## src/rtl/mem_arb_pkg.sv

```systemverilog
// Shared types and constants for the two-port memory arbiter.
// Port 0 is instruction fetch, port 1 is data.
package mem_arb_pkg;

    typedef enum logic [1:0] {
        IDLE  = 2'd0,
        ISSUE = 2'd1,
        WAIT  = 2'd2
    } arb_state_e;

    typedef enum logic {
        REQ_RD = 1'b0,
        REQ_WR = 1'b1
    } req_type_e;

    localparam logic PORT_IFETCH = 1'b0;
    localparam logic PORT_DATA   = 1'b1;

    // When both ports are pending the tie goes to 'prio'
    function automatic logic pick_port(
        input logic pend0,
        input logic pend1,
        input logic prio
    );
        if (pend0 && pend1) begin
            return prio;
        end
        return pend0 ? PORT_IFETCH : PORT_DATA;
    endfunction

endpackage

```

## src/rtl/mem_arb_slot.sv

```systemverilog
// One requester's pending slot: latches a request pulse, reports busy,
// and frees itself on the completion pulse.
module mem_arb_slot
    import mem_arb_pkg::*;
#(
    parameter int ADDR_W = 16,
    parameter int DATA_W = 16
) (
    input  logic              clk,
    input  logic              rst,
    input  logic [ADDR_W-1:0] addr_i,
    input  logic [DATA_W-1:0] wr_data_i,
    input  logic              rd_req_i,
    input  logic              wr_req_i,
    input  logic              clr_i,
    output logic              busy_o,
    output logic [ADDR_W-1:0] addr_o,
    output logic [DATA_W-1:0] data_o,
    output req_type_e         type_o
);

    logic              valid_q, valid_d;
    logic [ADDR_W-1:0] addr_q, addr_d;
    logic [DATA_W-1:0] data_q, data_d;
    req_type_e         type_q, type_d;
    logic              accept;

    // Freed in the ack cycle so a fresh pulse there is taken
    assign busy_o = valid_q & ~clr_i;
    assign accept = (rd_req_i | wr_req_i) & ~busy_o;

    always_comb begin
        valid_d = valid_q;
        addr_d  = addr_q;
        data_d  = data_q;
        type_d  = type_q;
        if (accept) begin
            valid_d = 1'b1;
            addr_d  = addr_i;
            data_d  = wr_data_i;
            type_d  = wr_req_i ? REQ_WR : REQ_RD;
        end else if (clr_i) begin
            valid_d = 1'b0;
        end
    end

    always_ff @(posedge clk or negedge rst) begin
        if (!rst) begin
            valid_q <= 1'b0;
            addr_q  <= '0;
            data_q  <= '0;
            type_q  <= REQ_RD;
        end else begin
            valid_q <= valid_d;
            addr_q  <= addr_d;
            data_q  <= data_d;
            type_q  <= type_d;
        end
    end

    assign addr_o = addr_q;
    assign data_o = data_q;
    assign type_o = type_q;

endmodule

```

## src/rtl/mem_arbiter.sv

```systemverilog
// Two-port (ifetch/data) arbiter onto a single request/ack memory port.
// Define MEM_ARB_ROUND_ROBIN_EN for alternating priority; default is p0 wins.
module mem_arbiter
    import mem_arb_pkg::*;
#(
    parameter int ADDR_W = 16,
    parameter int DATA_W = 16
) (
    input  logic              clk,
    input  logic              rst,
    input  logic [ADDR_W-1:0] p0_addr,
    input  logic [DATA_W-1:0] p0_wr_data,
    input  logic              p0_rd_req,
    input  logic              p0_wr_req,
    output logic [DATA_W-1:0] p0_rd_data,
    output logic              p0_ack,
    output logic              p0_busy,
    input  logic [ADDR_W-1:0] p1_addr,
    input  logic [DATA_W-1:0] p1_wr_data,
    input  logic              p1_rd_req,
    input  logic              p1_wr_req,
    output logic [DATA_W-1:0] p1_rd_data,
    output logic              p1_ack,
    output logic              p1_busy,
    output logic [ADDR_W-1:0] mem_addr,
    output logic [DATA_W-1:0] mem_wr_data,
    output logic              mem_rd_req,
    output logic              mem_wr_req,
    input  logic [DATA_W-1:0] mem_rd_data,
    input  logic              mem_ack,
    input  logic              mem_busy
);

    logic [ADDR_W-1:0] addr0, addr1;
    logic [DATA_W-1:0] data0, data1;
    req_type_e         type0, type1, gnt_type;
    logic              gnt_sel;

    arb_state_e        state_q, state_d;
    logic              gnt_q, gnt_d;
    logic [ADDR_W-1:0] maddr_q, maddr_d;
    logic [DATA_W-1:0] mdata_q, mdata_d;
    logic [1:0]        ack_q, ack_d;
    logic [DATA_W-1:0] rd0_q, rd0_d;
    logic [DATA_W-1:0] rd1_q, rd1_d;

    mem_arb_slot #(.ADDR_W(ADDR_W), .DATA_W(DATA_W)) u_slot0 (
        .clk       (clk),
        .rst       (rst),
        .addr_i    (p0_addr),
        .wr_data_i (p0_wr_data),
        .rd_req_i  (p0_rd_req),
        .wr_req_i  (p0_wr_req),
        .clr_i     (ack_q[PORT_IFETCH]),
        .busy_o    (p0_busy),
        .addr_o    (addr0),
        .data_o    (data0),
        .type_o    (type0)
    );

    mem_arb_slot #(.ADDR_W(ADDR_W), .DATA_W(DATA_W)) u_slot1 (
        .clk       (clk),
        .rst       (rst),
        .addr_i    (p1_addr),
        .wr_data_i (p1_wr_data),
        .rd_req_i  (p1_rd_req),
        .wr_req_i  (p1_wr_req),
        .clr_i     (ack_q[PORT_DATA]),
        .busy_o    (p1_busy),
        .addr_o    (addr1),
        .data_o    (data1),
        .type_o    (type1)
    );

`ifdef MEM_ARB_ROUND_ROBIN_EN
    logic ptr_q, ptr_d;
    assign gnt_sel = pick_port(p0_busy, p1_busy, ptr_q);
`else
    assign gnt_sel = pick_port(p0_busy, p1_busy, PORT_IFETCH);
`endif

    assign gnt_type = (gnt_q == PORT_DATA) ? type1 : type0;

    always_comb begin
        state_d    = state_q;
        gnt_d      = gnt_q;
        maddr_d    = maddr_q;
        mdata_d    = mdata_q;
        ack_d      = '0;
        rd0_d      = rd0_q;
        rd1_d      = rd1_q;
        mem_rd_req = 1'b0;
        mem_wr_req = 1'b0;
`ifdef MEM_ARB_ROUND_ROBIN_EN
        ptr_d      = ptr_q;
`endif
        unique case (state_q)
            IDLE: begin
                if ((p0_busy | p1_busy) && !mem_busy) begin
                    gnt_d   = gnt_sel;
                    maddr_d = (gnt_sel == PORT_DATA) ? addr1 : addr0;
                    mdata_d = (gnt_sel == PORT_DATA) ? data1 : data0;
                    state_d = ISSUE;
                end
            end
            ISSUE: begin
                mem_rd_req = (gnt_type == REQ_RD);
                mem_wr_req = (gnt_type == REQ_WR);
                state_d    = WAIT;
            end
            WAIT: begin
                if (mem_ack) begin
                    state_d      = IDLE;
                    ack_d[gnt_q] = 1'b1;
                    if (gnt_type == REQ_RD) begin
                        if (gnt_q == PORT_DATA) begin
                            rd1_d = mem_rd_data;
                        end else begin
                            rd0_d = mem_rd_data;
                        end
                    end
`ifdef MEM_ARB_ROUND_ROBIN_EN
                    ptr_d = ~ptr_q;
`endif
                end
            end
            default: state_d = IDLE;
        endcase
    end

    always_ff @(posedge clk or negedge rst) begin
        if (!rst) begin
            state_q <= IDLE;
            gnt_q   <= PORT_IFETCH;
            maddr_q <= '0;
            mdata_q <= '0;
            ack_q   <= '0;
            rd0_q   <= '0;
            rd1_q   <= '0;
`ifdef MEM_ARB_ROUND_ROBIN_EN
            ptr_q   <= PORT_IFETCH;
`endif
        end else begin
            state_q <= state_d;
            gnt_q   <= gnt_d;
            maddr_q <= maddr_d;
            mdata_q <= mdata_d;
            ack_q   <= ack_d;
            rd0_q   <= rd0_d;
            rd1_q   <= rd1_d;
`ifdef MEM_ARB_ROUND_ROBIN_EN
            ptr_q   <= ptr_d;
`endif
        end
    end

    assign p0_ack      = ack_q[PORT_IFETCH];
    assign p1_ack      = ack_q[PORT_DATA];
    assign p0_rd_data  = rd0_q;
    assign p1_rd_data  = rd1_q;
    assign mem_addr    = maddr_q;
    assign mem_wr_data = mdata_q;

endmodule
```

## config.mk

```make
export PLATFORM = sky130hd
export DESIGN_NAME = mem_arbiter
export DESIGN_NICKNAME = d
export VERILOG_FILES = /design/src/rtl/mem_arb_pkg.sv /design/src/rtl/mem_arb_slot.sv /design/src/rtl/mem_arbiter.sv
export SDC_FILE = /design/constraint.sdc
export NUM_CORES = 1
export LEC_CHECK = 0
export CORE_MARGIN = 3
export CORE_UTILIZATION = 35
export CTS_CLUSTER_DIAMETER = 30
export CTS_CLUSTER_SIZE = 16
export DETAILED_ROUTE_END_ITERATION = 10
export PLACE_DENSITY_LB_ADDON = 0.2
export SYNTH_ARGS = -nofsm -noshare
export SYNTH_HDL_FRONTEND = slang
export SYNTH_SLANG_ARGS = --single-unit
```

## constraint.sdc

```tcl
create_clock -name clk -period 2.48 [get_ports clk]
set_input_delay 0.496 -clock clk [delete_from_list [all_inputs] [get_ports clk]]
set_output_delay 0.496 -clock clk [all_outputs]
set_load 0.005 [all_outputs]
```

# Yosys cells after proc, flatten, opt, wreduce, memory -nomap -nowiden
# Index checks and enable logic that the tools add are counted.
# word_totals
in_bits	88
regBits	137
out_inout_bits	70
word_cells	67
# op_classes
bitwise_logic	13
reduce_logical	11
mux	22
n_eq_ne	4
order_cmp	2
# ops
operator	count
$mux W16	2
$mux W1	14
$mux W2	4
$reduce_and A4 Y1	2
$not A1 Y1	6
$pmux W2 S3	1
$and A1 B1 Y1	4
$ne A2 B2 Y1 const B	2
$reduce_and A2 Y1	2
$reduce_bool A2 Y1	2
$logic_and A1 B1 Y1	3
$or A1 B1 Y1	3
$eq A2 B1 Y1 const B	1
$eq A2 B2 Y1 const B	1
$logic_not A2 Y1	1
$lt A1 B2 Y1 const B	1
$demux W1 S1	1
$ge A1 B1 Y1 const B	1
$logic_not A1 Y1	1

# Depth between registers and ports, before layout
# Gate-level depths: netlist of the first run.
# depth
depth_word	6
mapped_depth	6
ltp_nobuf	4

# By module
# From an unflattened synthesis of the first run, not the netlist that was laid out.
# hier_totals
cells_unflattened	341
hier_area_um2	5967.0
# by_module_without_submodules
module	n_inst	seq_area_each_um2	cells_each	area_per_inst_um2
mem_arbiter	1	1726.7	189	3064.2
mem_arb_slot	2	850.8	76	1451.4

# Worst setup path after synthesis of the first run
# No wires, ideal clock.
# synth_timing
path_type	in2reg
start	input mem_ack
end	register rd0_q[10], in the netlist p0_rd_data[10]
arrival_time_ns	1.410
n_path_buf	1
cell_stages	4
required_ns	2.352
setup_ns	0.128
slack_ns	0.942
cell_sequence	nand3b_1 nor3_4 buf_4 mux2_1
# synth_between
elab_chain_len	1
# synth_lines
element	line	source
from (decl)	mem_arbiter.sv:30	input logic mem_ack,
$reduce_and A4 Y1 (no source line)	--	
to (signal assigned)	mem_arbiter.sv:149	rd0_q <= rd0_d;
to (decl)	mem_arbiter.sv:44	logic [DATA_W-1:0] rd0_q, rd0_d;
# No other way between the ends.
# A chain may end at the register's enable or synchronous reset.

# Worst setup path in the final report of the first run
# layout_timing
start	register gnt_q
end	output mem_rd_req
# layout_between
elab_chain_len	3
# layout_lines
element	line	source
from (decl)	mem_arbiter.sv:40	logic gnt_q, gnt_d;
from (signal assigned)	mem_arbiter.sv:145	gnt_q <= gnt_d;
$mux W1	mem_arbiter.sv:82	assign gnt_type = (gnt_q == PORT_DATA) ? type1 : type0;
$not A1 Y1 (no source line)	--	
$mux W1	mem_arbiter.sv:97	unique case (state_q)
to (decl)	mem_arbiter.sv:27	output logic mem_rd_req,
# No other way between the ends.

==> flow_summary.ini, run 1 <==
[timing]
final.period_utilization_pct = 93.7
slew_headroom_pct = 65.2
worst_slew_pin_slew_ns = 0.522
finClkSkew_ns = 0.00572
fin_ws_ns = 0.155
slew_viol_final = 0
setup_viol = 0
clock.fmax_ghz = 0.430
rsz0062_at_grt = no
post-route-min-period_ns = 2.32
setup_tns_ns = 0
hold_viol_final = 0

[clocking]
cts_max_path_buffers = 2
cts-hold-fix-buffers = 0
htreeDepth = 4
cts_sinks = 137
post_cts_buffers = 0
clock_latency_ns = 0.42
cts_buffers = 17
clk_pin_slew_worst_paths_ns = 0.06
cts_resized = 0
cts_tree = done
ctsRootBufferMaster = clkbuf_16

[detailed_routing]
wl_um = 12400
drt-initial-drc-count = 111
dr.pass1.iters = 5
ant_nets = 0
routedWlPerCell_um = 16.7
vias = 3433
vias_per_cell = 4.65
drc = 0

[placed_design]
dp_hpwl_um = 8580
post-place-ws_ns = 0.360
place_congestion = 0.722
io_buffers = 157

[global_route]
grt_max_degree = 58
grt_pass1_vias = 3735
grt_pass1_wl_um = 20500
antenna_found_initial = 0
globalRouteMet2Util_pct = 22.0
gr-max-usage-layer = met2
gr-usage-met1_pct = 20.3
grt_use_total_pct = 15.0
gr-total-overflow = 0
grt_use_met3_pct = 5.51

[layout]
multi_input_area_mm2 = 0.00205
postLayoutCoreUtil_pct = 52.7
antennaDiodeCount = 0
area_growth_pct = 44.7
final-seq-area_mm2 = 0.00343
nets = 603
nFillCells = 1289
drive_above_1_share_pct = 33.5

[synth]
avgSynthCellArea_um2 = 16.4
ys_warn_count = 0
synth.cell_area_mm2 = 0.00562
syn_nets = 430
synth.distinct_cells = 26
ys_seq_area_share_pct = 61.0
ys_ff_latch = 137
synth_cells = 342

[job]
drv_cap = 0

[setup_path]
r2r-end = mem_addr[15]
rrSetupSlack_ns = 0.56
cp.arrival_ns = 1.83
start_kind = flip-flop
worstRegToRegCells = 5
reg2reg_from = ack_q[0]
cp_data_required_time_ns = 1.98
crit_type = flip-flop to output pin
end_kind = output pin
cp-startpoint = gnt_q
path_max_fanout = 5

[power_and_ir_drop]
p_sw_share_pct = 25.0
p_switching_mw = 2.53
vdd_drop_max_uv = 798
intPower_mw = 7.59
power_frac_comb_pct = 33.4
power.leakage_nw = 3.40
clkPwrFrac_pct = 27.8
p_per_area_mw_per_mm2 = 1240
power_frac_seq_pct = 38.8

[die]
core_mm2 = 0.0154
ios = 158
dieArea_mm2 = 0.0176
die_h_um = 133
start_util_pct = 36.4
die_w_um = 133
rows = 45

[worst_hold_path]
hold_class = input port to asynchronous set/reset pin

[status]
run_status = finished clean
==> metrics by stage <==
| stage | hold slack [ns] | power (mW) | std cells | instance area, um^2 |
|---|---|---|---|---|
| global placement | 0.462 | 7.28 | 707 | 7460 |
| detailed placement | 0.471 | 7.41 | 707 | 7460 |
| floorplan | 0.200 | 5.67 | 342 | 5620 |
| finish | 0.0323 | 10.1 | 739 | 8130 |
| global route | 0.0646 | 10.7 | 739 | 8130 |
| CTS | 0.0416 | 10.3 | 739 | 8130 |
==> worst max-delay path: stages, from the launching register on <==
cell and delay [ns]:
dfrtp_1 0.46, mux2i_1 0.26, and3b_1 0.19, clkdlybuf4s50_1 0.51
==> cells by family after synthesis <==
family                 count (synthesis)  synth area share [%]
muxes                                161                  32.9
DFF                                  137                  61.0
AOI/OAI and AO/OA                      5                 0.824
buffers and inverters                 18                  2.76
and+or+nand+nor                       21                  2.49
==> worst max path at each step <==
stage | slack [ns] | endpoint | cells after the start
2_1_floorplan | 0.94 | p0_rd_data[10] | 4
3_3_place_gp | 0.38 | p1_rd_data[15] | 5
3_5_place_dp | 0.36 | p1_rd_data[4] | 5
4_1_cts | 0.13 | mem_rd_req | 3
5_1_grt | 0.07 | mem_rd_req | 3
6_report | 0.16 | mem_rd_req | 3
==> Yosys cell counts <==
master,instances,area [um^2]
dfrtp_1,137,3430
mux2_2,113,1270
mux2_1,37,417
mux2_4,10,150
buf_4,6,45.0
buf_6,6,67.6
nand2_1,5,18.8
nor2_1,4,15.0
buf_2,3,15.0
nand2b_1,3,18.8
nor2_2,2,12.5
o21ai_0,2,10.0
a21boi_4,1,18.8
a22o_1,1,8.76
a2bb2oi_1,1,8.76
and3b_1,1,8.76
and4b_1,1,10.0
buf_12,1,20.0
inv_1,1,3.75
inv_2,1,3.75
mux2i_1,1,10.0
nand2b_2,1,8.76
nand3b_1,1,7.51
nor2b_4,1,13.8
nor3_2,1,10.0
nor3_4,1,16.3
==> registers in the layout, indices dropped and copies added, names as in the netlist, 2 cells and up <==
name,flops
state_q,2
ack_q,2
p0_rd_data,16
u_slot0.addr_o,16
u_slot0.data_o,16
u_slot1.addr_o,16
mem_addr,16
mem_wr_data,16
u_slot1.data_o,16
p1_rd_data,16
==> layout by cell type (no fill, tap or decap) <==
master	instances
mux2_4	10
and4b_1	1
nand2b_1	2
clkbuf_8	4
buf_12	3
clkdlybuf4s50_1	156
mux2i_1	1
mux2_1	37
clkinv_2	1
dfrtp_1	137
a2bb2oi_1	1
bufinv_16	5
nor3_4	1
nor3_2	1
clkinv_4	3
a21boi_4	1
buf_4	10
mux2_2	113
o21ai_0	2
nand2b_2	2
nor2b_4	1
inv_2	1
clkbuf_1	1
clkinvlp_4	1
nand2_1	5
and3b_1	1
inv_1	1
nor2_4	2
nand3b_1	1
a22o_1	1
clkbuf_16	17
buf_6	1
nor2_1	4
==> layout make-up <==
class / instances / share of cell area (%)
repair buffers: 170 / 21.0
flip-flops and latches: 137 / 42.2
multi-input cells: 187 / 25.2
clock inverters: 10 / 2.32
clock buffers: 22 / 5.96
inverters: 2 / 0.0924
well taps: 211 / 3.25
==> per-layer routing <==
metal | part of all wire (%) | vias to the layer above
li1 | - | 1567
met4 | 1.2 | 0
met2 | 46 | 116
met1 | 46 | 1738
met5 | 0 | -
met3 | 6.9 | 12
==> power groups by stage <==
stage	logic [mW]	clock network [mW]	registers, mW
6_report	3.38	2.82	3.92
5_1_grt	3.66	3.00	4.09
4_1_cts	3.45	2.89	3.95
3_5_place_dp	3.43	0	3.98
3_3_place_gp	3.35	0	3.93
2_1_floorplan	1.80	0	3.87
Note: power is estimated with default switching activity, not from simulation.
==> inputs of run 2 (changes only) <==
--- a/config.mk
+++ b/config.mk
@@ -5,6 +5,7 @@
 export SDC_FILE = /design/constraint.sdc
 export NUM_CORES = 1
 export LEC_CHECK = 0
+export CORE_ASPECT_RATIO = 0.6
 export CORE_MARGIN = 3
 export CORE_UTILIZATION = 35
 export CTS_CLUSTER_DIAMETER = 30
==> flow_summary.ini, run 2 (same netlist as run 1, synthesis figures left out) <==
[layout]
drive_above_1_share_pct = 33.4
final_common_cell = clkdlybuf4s50_1
area_growth_pct = 44.1
layout_common_cells = clkdlybuf4s50_1, dfrtp_1, mux2_2
postLayoutCellArea_mm2 = 0.00810
postLayoutCoreUtil_pct = 52.1
nets = 603
nFillCells = 1270
antennaDiodeCount = 0

[clocking]
cts_tree = done
cts_buffers = 17
cts-hold-fix-buffers = 0
htreeDepth = 4
ctsRootBufferMaster = clkbuf_16
cts_max_path_buffers = 2
cts_resized = 0
clock_latency_ns = 0.41
post_cts_buffers = 0
clk_pin_slew_worst_paths_ns = 0.06
cts_sinks = 137

[die]
dieArea_mm2 = 0.0177
ios = 158
start_util_pct = 36.1
die_w_um = 170
rows = 35
core_mm2 = 0.0155
die_h_um = 104

[setup_path]
path_max_fanout = 5
cp_slowest_cell = clkdlybuf4s50_1
crit_chain = mux2i_1 -> and3b_1 -> clkdlybuf4s50_1
slowest_delay_ns = 0.54
cp.arrival_ns = 1.84
cp_data_required_time_ns = 1.98
end_kind = output pin
crit_type = flip-flop to output pin
start_kind = flip-flop

[power_and_ir_drop]
vdd_drop_max_uv = 466
clkPwrFrac_pct = 27.4
p_per_area_mw_per_mm2 = 1250
power.total_mw = 10.1
p_sw_share_pct = 25.8
power.leakage_nw = 3.40
power_frac_comb_pct = 33.5
intPower_mw = 7.52
power_frac_seq_pct = 39.0
p_switching_mw = 2.61

[detailed_routing]
drc = 0
vias_per_cell = 4.72
wl_um = 13300
dr.pass1.iters = 4
vias = 3449
routedWlPerCell_um = 18.2
ant_nets = 0
drt-initial-drc-count = 123

[job]
drv_cap = 0

[placed_design]
io_buffers = 157
dp_hpwl_um = 9370
place_area_mm2 = 0.00745
post-place-ws_ns = 0.349
place_congestion = 0.731

[timing]
hold_viol_final = 0
final.period_utilization_pct = 94.0
setup_viol = 0
post-route-min-period_ns = 2.33
slew_headroom_pct = 65.3
finClkSkew_ns = 0.0115
setup_tns_ns = 0
slew_viol_final = 0
clock.fmax_ghz = 0.429
worst_slew_pin_slew_ns = 0.520
rsz0062_at_grt = no
fin_ws_ns = 0.149

[global_route]
antenna_found_initial = 0
grt_pass1_vias = 3737
gr-total-overflow = 0
grt_pass1_wl_um = 21400
grt_use_total_pct = 15.8
grt_max_degree = 54

[worst_hold_path]
hold_class = input port to asynchronous set/reset pin

[status]
run_status = finished clean
==> run 2: cell count changes in the layout (fill, tap and decap cells not counted), sizes merged <==
| cell | previous run | this run |
|---|---|---|
| clkbuf | 22 | 20 |
| clkinv | 4 | 6 |
| clkinvlp | 1 | 0 |
==> run 2: worst max-delay path: cells and delay by family, from the launching register on <==
kind	cells	cell delay (ns)
buf+inv	1	0.54
simple gates	1	0.19
flops	1	0.46
mux	1	0.25
==> run 2: metal layers <==
| layer | global-route usage (%) | wire [um] | part of all wire, % |
|---|---|---|---|
| met1 | 22.8 | 6540 | 49 |
| met2 | 23.0 | 5970 | 45 |
| met3 | 5.13 | 738 | 5.5 |
| met4 | 3.85 | 73 | 0.55 |
| met5 | 0 | 0 | 0 |
==> run 2: final cells by class <==
cell class | instances | area, um^2 | share of cell area, %
clock buffer | 20 | 457 | 5.64
clock inverter | 11 | 195 | 2.41
inverter | 2 | 7.51 | 0.0927
multi-input combinational | 187 | 2050 | 25.3
sequential | 137 | 3430 | 42.3
tap | 203 | 254 | 3.14
timing repair buffer | 170 | 1710 | 21.1
==> run 2: worst paths after layout <==
kind                         startpoint                 end  slack [ns]  cells after the start
max in group asynchronous           rst  u_slot1.data_o[15]        1.77                      2
hold reg to reg            mem_addr[15]        mem_addr[15]        0.48                      1
setup / recovery                  gnt_q          mem_rd_req        0.15                      3
hold / removal                      rst         mem_addr[5]        0.03                      1
setup reg to reg               ack_q[0]      mem_wr_data[4]        0.68                      5
min in group clk           mem_addr[15]        mem_addr[15]        0.48                      1
==> run 2: power groups by stage <==
stage	Sequential (mW)	Combinational [mW]	Clock, mW
final	3.95	3.40	2.78
after CTS	3.97	3.47	2.85
after global routing	4.10	3.67	2.96
after detailed placement	3.99	3.45	0
after floorplan	3.87	1.80	0
after global placement	3.94	3.37	0
==> run 2: stage by stage <==
stage               cells  hold slack [ns]
finish                730           0.0266
global route          730           0.0572
CTS                   730           0.0465
detailed placement    699            0.473
global placement      699            0.468
floorplan             342            0.200
